==> src/rtl/smul.sv <==
// Purpose : binary16 (IEEE-754 half) scalar-vector multiply element, truncating, with overflow flag.
// Latency : 1 cycle; start at edge N -> product/V/done valid after edge N. Fully pipelined.
// Backpr. : none; a new operand pair is accepted on every edge with start=1, no busy state.
//
// Ports:
//   clk      rising-edge clock
//   rst_n    asynchronous active-low reset (clears product, V, done)
//   start    operand-valid strobe, A/B sampled on the same edge
//   A, B     binary16 operands (A = vector element, B = scalar)
//   product  registered binary16 result, holds when start=0
//   V        registered overflow flag (infinity result), holds with product
//   done     registered result-valid flag, follows start by one cycle
module smul (
    input  logic        clk,
    input  logic        rst_n,
    input  logic        start,
    input  logic [15:0] A,
    input  logic [15:0] B,
    output logic [15:0] product,
    output logic        V,
    output logic        done
);

    // Operand fields
    logic        sign;
    logic [4:0]  ea_f, eb_f;
    logic [9:0]  fa, fb;
    logic        a_special, b_special;
    logic        a_zero, b_zero;

    // Significands and effective exponents (subnormals use exponent 1, hidden bit 0)
    logic [10:0] ma, mb;
    logic [4:0]  ea_eff, eb_eff;

    // Raw product, leading-one position and normalised exponent
    logic [21:0] raw;
    logic [4:0]  lead;
    logic signed [7:0] exp_n;

    // Normalised significand (hidden bit at [10]) and subnormal shift result
    logic [10:0] mnorm;
    logic [7:0]  sub_sh;
    logic [9:0]  sub_frac;

    // Next-state values for the output registers
    logic [15:0] res;
    logic        ovf;

    always_comb begin
        sign      = A[15] ^ B[15];
        ea_f      = A[14:10];
        eb_f      = B[14:10];
        fa        = A[9:0];
        fb        = B[9:0];
        a_special = &ea_f;
        b_special = &eb_f;
        a_zero    = (ea_f == 5'd0) && (fa == 10'd0);
        b_zero    = (eb_f == 5'd0) && (fb == 10'd0);

        ma     = {|ea_f, fa};
        mb     = {|eb_f, fb};
        ea_eff = (ea_f == 5'd0) ? 5'd1 : ea_f;
        eb_eff = (eb_f == 5'd0) ? 5'd1 : eb_f;
    end

    always_comb begin
        raw = {11'd0, ma} * {11'd0, mb};
    end

    // Highest set bit of the raw product; later iterations overwrite earlier ones.
    always_comb begin
        lead = 5'd0;
        for (int i = 0; i < 22; i++) begin
            if (raw[i]) begin
                lead = 5'(i);
            end
        end
    end

    // With 1.0*1.0 the leading one sits at bit 20 and the exponent is eA+eB-15;
    // every bit the leading one moves away from 20 shifts the exponent by one.
    always_comb begin
        exp_n = $signed({3'd0, ea_eff}) + $signed({3'd0, eb_eff})
              + $signed({3'd0, lead}) - 8'sd35;
    end

    // Bring the leading one to bit 10; a right shift truncates the discarded bits.
    always_comb begin
        if (lead >= 5'd10) begin
            mnorm = 11'(raw >> (lead - 5'd10));
        end else begin
            mnorm = 11'(raw << (5'd10 - lead));
        end
    end

    // Gradual underflow: an exponent of e<=0 is expressed with exponent field 0
    // by shifting the significand right by (1-e); bits shifted out are dropped.
    always_comb begin
        sub_sh   = 8'd1 - exp_n;
        sub_frac = 10'(mnorm >> sub_sh);
    end

    // Result selection. Infinity/NaN operands win over zero operands.
    always_comb begin
        res = {sign, 15'h0000};
        ovf = 1'b0;
        if (a_special || b_special) begin
            res = {sign, 15'h7C00};
            ovf = 1'b1;
        end else if (a_zero || b_zero) begin
            res = {sign, 15'h0000};
        end else if (exp_n >= 8'sd31) begin
            res = {sign, 15'h7C00};
            ovf = 1'b1;
        end else if (exp_n <= 8'sd0) begin
            res = {sign, 5'd0, sub_frac};
        end else begin
            res = {sign, exp_n[4:0], mnorm[9:0]};
        end
    end

    always_ff @(posedge clk or negedge rst_n) begin
        if (!rst_n) begin
            product <= 16'h0000;
            V       <= 1'b0;
            done    <= 1'b0;
        end else begin
            done <= start;
            if (start) begin
                product <= res;
                V       <= ovf;
            end
        end
    end

endmodule

==> config.mk <==
export PLATFORM = sky130hd
export DESIGN_NAME = smul
export DESIGN_NICKNAME = d
export VERILOG_FILES = /design/src/rtl/smul.sv
export SDC_FILE = /design/constraint.sdc
export NUM_CORES = 1
export LEC_CHECK = 0
export CORE_AREA = 10 10 188 102
export DETAILED_ROUTE_END_ITERATION = 8
export DIE_AREA = 0 0 198 112
export PLACE_DENSITY = 0.89
export SLEW_MARGIN = 10
export SYNTH_ARGS = -nofsm -noshare
export SYNTH_HDL_FRONTEND = slang
export SYNTH_SLANG_ARGS = --single-unit
==> constraint.sdc <==
create_clock -name clk -period 0.9 [get_ports clk]
set_input_delay 0.18 -clock clk [delete_from_list [all_inputs] [get_ports clk]]
set_output_delay 0.18 -clock clk [all_outputs]
set_load 0.01 [all_outputs]
==> metrics.csv, run 1 <==
metric;value;unit
cell with the most instances after synthesis;inv_1;
fraction of registers with async set or reset after synthesis;100;%
clk root buf;clkbuf_16;
CTS buffer count;3;
synth warn;0;
CTS Sinks;18;
post-synth cell types;91;
area leader, netlist;fa_1;
Exit stage;5_1_grt;
chip height;112;µm
worst endpoint type;sequential cell input;
Post-Synthesis Cells;1092;
Synth area leaders;fa_1 (20%), ha_1 (11%), and2_1 (6.4%);
DP Wirelength;30300;µm
syn_area_per_cell;7.87;µm²
clk buf depth;2;
status;stopped before the end;
Synth Cell Area;0.00859;mm²
Overall Global Routing Usage;71.6;%
total gr overflow;75;
Initial Utilization;53.9;%
Std-Cell Rows;33;
Yosys top cell area share;19.8;%
synthesis-stage register bit count;18;
synthesized net count;1289;
Die Width;198;µm
io pins;53;
initial antenna violation count;10;
Seq/Total Area, Yosys;5.24;%
GR repair worst EP;product[0]$_DFFE_PN0P_/D;
Synth top cells by count;inv_1 (146), and2_1 (88), fa_1 (85);
I/O Buffers;52;
Run Error;[ERROR GRT-0232] Routing congestion too high. Check the congestion heatmap in the GUI.;
prevailing post-synth register cell;dfrtp_1;
largest net degree at the start of global routing;19;
H-tree depth;1;
GP Congestion;1.20;
number of synthesized flops with an enable pin;0;
## kinds of logic after synthesis
| group | share of synthesized area (%) |
|---|---|
| DFF | 5.24 |
| xor gates and xnor gates | 2.97 |
| AOI/OAI and AO/OA | 23.4 |
| and+or+nand+nor | 23.5 |
| muxes | 4.33 |
| adders and majority gates | 31.0 |
| buffers and inverters | 9.47 |
## repair_timing
action	4_1_cts
pin swaps	62
hold buffers	0
endpoints found under the hold margin	0
buffers inserted	23
gates resized for setup	200
endpoints found under the setup margin	34
## per-stage QoR
stage | instances | worst slack (ns) | area, µm² | util, % | TNS [ns]
2_1_floorplan | 1092 | -8.38 | 8770 | - | -126.74
3_3_place_gp | 1623 | -8.58 | 11700 | 73.7 | -135.26
3_5_place_dp | 1623 | -9.16 | 11700 | 73.7 | -143.01
4_1_cts | 1645 | -8.20 | 12300 | 77.3 | -126.71
## layer usage
layer / overflow / track usage, %
met5: 1 / 44.4
met4: 27 / 61.5
met3: 8 / 69.9
met2: 35 / 78.1
met1: 4 / 73.4
==> run 2: changes to the inputs <==
Settings changed: CORE_AREA 10 10 188 102 to 10 10 158 160, DIE_AREA 0 0 198 112 to 0 0 168 170, PLACE_DENSITY 0.89 to not set, PLACE_DENSITY_LB_ADDON set to 0.15.
Clock period 0.9 ns to 1.17 ns, I/O delays scaled along.
==> metrics.csv, run 2 <==
metric;value;unit;change
die area;0.0286;mm²;
share of layout cells above drive strength 1;38.0;%;
Yosys top cell area share;19.8;%;unchanged
final worst slack;-7.80;ns;
Clock Pin Slew Worst Setup and Hold Paths;0.05;ns;
clk root buf;clkbuf_16;;
Initial DRT Pass Iterations;5;;
I/O Buffers;52;;unchanged
global-route wire length before repair;51700;µm;
chip height;170;µm;+52%
placed insts;1710;;+5.4%
cell with the most instances after synthesis;inv_1;;
period utilization;766;%;
max reg flops;16;;
largest net degree at the start of global routing;19;;
final instance area;0.0130;mm²;
fmax;0.112;GHz;
Hold Crit Class;input pin to asynchronous set/reset pin;;
post-synth cell types;91;;unchanged
area leader, netlist;fa_1;;
worst relative slew slack;46.5;%;
Synth Cell Area;0.00859;mm²;unchanged
Initial Utilization;39.6;%;-14 points
total gr overflow;0;;
Vias;9675;;
Max Slew Vio Count;0;;
clk buf depth;2;;unchanged
Critical R2R Launch;product[0]$_DFFE_PN0P_;;
Finished Core Util;59.9;%;
skew final;0;ns;
crit path DAT;9.13;ns;
Seq/Total Area, Yosys;5.24;%;unchanged
Setup crit start kind;input pin;;
synthesized net count;1289;;unchanged
Post-DRT Antenna Nets;0;;
prevailing post-synth register cell;dfrtp_1;;
synthesis-stage register bit count;18;;unchanged
core footprint;0.0217;mm²;
Req. time, crit path;1.34;ns;
Crit Path Max Fanout;5;;
Final Hold Fails;0;;
fraction of registers with async set or reset after synthesis;100;%;unchanged
failing checks;setup timing;;
Routed WL per cell;18.3;µm;
Area after DPL;0.0119;mm²;+1.7%
fin crit period;8.97;ns;
initial antenna violation count;0;;
Max-Cap Viols;0;;
diodes inserted;0;;
Post-Synthesis Cells;1092;;unchanged
commonest non-fill, non-tap cells in the layout;buf_4 (353), inv_1 (130), and2_1 (83);;
Worst R2R End;product[0]$_DFFE_PN0P_;;
RSZ-0062 raised after global routing;true;;
commonest non-fill, non-tap cell in the layout;buf_4;;
io pins;53;;unchanged
Worst-Skew Late Latency;0.25;ns;
CTS buffer count;3;;unchanged
most frequent CP cell;fa_1;;
Die Width;168;µm;-15%
Max stage delay on crit path;0.58;ns;
Synth area leaders;fa_1 (20%), ha_1 (11%), and2_1 (6.4%);;
DRT iter0 DRCs;739;;
syn_area_per_cell;7.87;µm²;unchanged
DP Wirelength;26400;µm;-13%
CTS tree;done;;
vias in the first global route;9801;;
drt via density;5.56;;
slew at the pin with the worst max-slew slack;0.802;ns;
crit path kind;input pin to register;;
H-tree depth;1;;unchanged
Crit-path slowest cell;or4_4;;
DRC viols;0;;
number of synthesized flops with an enable pin;0;;unchanged
R2R setup slack;0.13;ns;
Net count, final;1657;;
GP Congestion;0.954;;-20%
synth warn;0;;unchanged
Setup crit end kind;register;;
drt total wl;31900;µm;
CTS Sinks;18;;unchanged
layout overhead on the synthesized area;51.2;%;
Largest Register;product;;
final setup violation count;16;;
Synth top cells by count;inv_1 (146), and2_1 (88), fa_1 (85);;
Final Non-Filler Cells;1739;;
worst-case reg-to-reg path depth;2;;
largest registers;product (16), V (1), done (1);;
status;finished, violations left;;
Std-Cell Rows;54;;+64%
Overall Global Routing Usage;21.6;%;
-- run 2: cell counts after synthesis --
No cell type changed its count.
-- run 2: logic make-up after synthesis --
kind of cell | count (synthesis) | synth area share [%]
adder cells (fa/ha/maj) | 162 | 31.0
buffers and inverters | 207 | 9.47
XOR/XNOR | 27 | 2.97
flip-flops | 18 | 5.24
multiplexers | 30 | 4.33
AO/OA/AOI/OAI | 271 | 23.4
AND/OR/NAND/NOR | 377 | 23.5
-- run 2: final cells by class --
| cell class | count | area [µm²] |
|---|---|---|
| Fill cell | 1968 | 8700 |
| Multi-Input combinational cell | 867 | 8170 |
| Timing Repair Buffer | 422 | 3360 |
| Inverter | 148 | 563 |
| Sequential cell | 18 | 450 |
| Tap cell | 280 | 350 |
| Clock buffer | 4 | 88.8 |
-- run 2: what timing repair did --
| action | CTS | global route |
|---|---|---|
| hold buffers | 0 | 0 |
| endpoints found under the setup margin | 34 | 31 |
| buffers inserted | 15 | 15 |
| pin swaps | 68 | 69 |
| gates resized for setup | 127 | 101 |
-- run 2: routing by layer --
| layer | vias to the layer above | wire, µm | global-route usage, % |
|---|---|---|---|
| li1 | 4602 | - | - |
| met1 | 4772 | 15500 | 31.3 |
| met5 | - | 0 | 0 |
| met3 | 42 | 1380 | 1.80 |
| met4 | 0 | 505 | 3.79 |
| met2 | 259 | 14400 | 34.6 |
-- run 2: worst max-delay path by stage --
stage	slack, ns	startpoint	endpoint
global placement	-8.38	B[14]	product[0]$_DFFE_PN0P_
global route	-8.12	B[10]	product[0]$_DFFE_PN0P_
CTS	-7.80	B[11]	product[0]$_DFFE_PN0P_
floorplan	-8.16	B[14]	product[0]$_DFFE_PN0P_
detailed placement	-8.58	B[14]	product[0]$_DFFE_PN0P_
finish	-7.80	B[10]	product[0]$_DFFE_PN0P_
-- run 2: critical path: cells and delay by family --
| kind | cells | cell delay (ns) |
|---|---|---|
| adders and majority gates | 8 | 3.22 |
| buffers and inverters | 8 | 0.66 |
| and+or+nand+nor | 9 | 2.41 |
| AOI/OAI and AO/OA | 11 | 2.61 |
-- run 2: metrics by stage --
| stage | hold slack (ns) | setup slack, ns | setup TNS, ns |
|---|---|---|---|
| 5_1_grt | 0.340 | -8.12 | -124.09 |
| 6_report | 0.313 | -7.80 | -119.43 |
| 3_5_place_dp | 0.471 | -8.58 | -130.48 |
| 3_3_place_gp | 0.463 | -8.38 | -128.19 |
| 2_1_floorplan | -0.0616 | -8.16 | -123.29 |
| 4_1_cts | 0.325 | -7.80 | -119.24 |
Power of run 2 is left out: the tool's default activity adds up to more than one toggle a clock period on the data nets, which glitch-free logic cannot reach.
==> run 3: changes to the inputs <==
Settings changed: CORE_AREA 10 10 158 160 to 10 10 133 135, DIE_AREA 0 0 168 170 to 0 0 143 145.
==> metrics.csv, run 3 (synthesis results as in run 2) <==
metric;value;unit;change
max reg flops;16;;unchanged
Largest Register;product;;
chip height;145;µm;-15%
total gr overflow;0;;unchanged
vias in the first global route;10800;;+10%
period utilization;811;%;+45 points
die area;0.0207;mm²;-27%
I/O Buffers;52;;unchanged
largest registers;product (16), V (1), done (1);;
CTS Hold Bufs;0;;unchanged
Max stage delay on crit path;0.58;ns;about the same
R2R setup slack;0.02;ns;-0.11 ns
crit path kind;input pin to register;;
DRC viols;0;;unchanged
GP Congestion;0.985;;+3.2%
global-route wire length before repair;56000;µm;+8.5%
CTS Sinks;18;;unchanged
Setup crit end kind;register;;
Initial Utilization;57.1;%;+18 points
Initial DRT Pass Iterations;6;;+1
setup TNS;-127.32;ns;-7.88 ns
final worst slack;-8.32;ns;-0.524 ns
CTS buffer count;3;;unchanged
Die Width;143;µm;-15%
failing checks;setup timing;;
clk buf depth;2;;unchanged
skew final;0;ns;unchanged
initial antenna violation count;0;;unchanged
Overall Global Routing Usage;32.6;%;+11 points
Setup crit start kind;input pin;;
Buf/Inv on CP;13;;+5
Hold Crit Class;input pin to asynchronous set/reset pin;;
share of layout cells above drive strength 1;37.6;%;-0.40 points
Worst R2R End;product[0]$_DFFE_PN0P_;;
RSZ-0062 raised after global routing;true;;
status;finished, violations left;;
core footprint;0.0150;mm²;-31%
commonest non-fill, non-tap cell in the layout;buf_4;;
Final Hold Fails;0;;unchanged
Critical R2R Launch;product[0]$_DFFE_PN0P_;;
Finished Core Util;85.1;%;+25 points
clk root buf;clkbuf_16;;
CTS tree;done;;
Clock Pin Slew Worst Setup and Hold Paths;0.06;ns;about the same
DP Wirelength;26400;µm;-0.32%
drt total wl;39800;µm;+25%
Vias;11100;;+14%
Routed WL per cell;24.3;µm;+33%
Max Slew Vio Count;0;;unchanged
Std-Cell Rows;45;;-17%
Req. time, crit path;1.28;ns;-0.06 ns
worst relative slew slack;49.1;%;+2.6 points
H-tree depth;1;;unchanged
fin crit period;9.49;ns;+0.524 ns
DRT iter0 DRCs;1555;;+110%
Top delay family on crit path;adder cells;;
crit path DAT;9.60;ns;+0.47 ns
final setup violation count;16;;unchanged
worst-case reg-to-reg path depth;2;;unchanged
drt via density;6.76;;+21%
slew at the pin with the worst max-slew slack;0.763;ns;-0.0388 ns
Max-Cap Viols;0;;unchanged
fmax;0.105;GHz;-5.5%
largest net degree at the start of global routing;19;;unchanged
Post-DRT Antenna Nets;0;;unchanged
diodes inserted;0;;unchanged
Crit-path slowest cell;fa_2;;
Crit Path Max Fanout;11;;+6
dpl ws;-8.58;ns;+0.000550 ns
Worst-Skew Late Latency;0.25;ns;about the same
Net count, final;1646;;-0.66%
hold slack;0.320;ns;+0.00704 ns
io pins;53;;unchanged
commonest non-fill, non-tap cells in the layout;buf_4 (332), inv_1 (131), and2_1 (82);;
layout overhead on the synthesized area;49.0;%;
-- run 3: worst max path at each step --
stage	start	end	slack (ns)	cells after the start
final	A[6]	product[0]$_DFFE_PN0P_	-8.32	40
after global routing	A[11]	product[0]$_DFFE_PN0P_	-8.51	42
after CTS	B[10]	product[0]$_DFFE_PN0P_	-7.95	38
after detailed placement	B[14]	product[0]$_DFFE_PN0P_	-8.58	35
after global placement	B[14]	product[0]$_DFFE_PN0P_	-8.38	35
after floorplan	B[14]	product[0]$_DFFE_PN0P_	-8.16	44
-- run 3: cell type report --
class	instances	area [µm²]
multi-input combinational	867	8130
timing repair buffer	411	3340
fill	761	2230
inverter	148	561
sequential	18	450
tap	188	235
clock buffer	4	88.8
-- run 3: routing by layer --
layer / part of all wire [%] / routed length (µm) / vias up / GRT usage [%]
met3: 12 / 4920 / 296 / 6.06
met5: 0 / 0 / - / 0
met4: 7.0 / 2780 / 0 / 12.0
li1: - / - / 4577 / -
met2: 44 / 17600 / 974 / 52.5
met1: 36 / 14500 / 5211 / 42.4
-- run 3: timing repair --
action / 4_1_cts / 5_1_grt
gates resized for setup: 115 / 109
pin swaps: 54 / 45
buffers inserted: 22 / 19
endpoints found under the hold margin: 0 / 0
endpoints found under the setup margin: 34 / 27
-- run 3: metrics by stage --
step	cells	cell area, µm²
after floorplan	1092	8770
after global placement	1596	11700
after detailed placement	1596	11700
after CTS	1621	12300
after global routing	1636	12800
final	1636	12800
Power of run 3 is left out for the same reason.
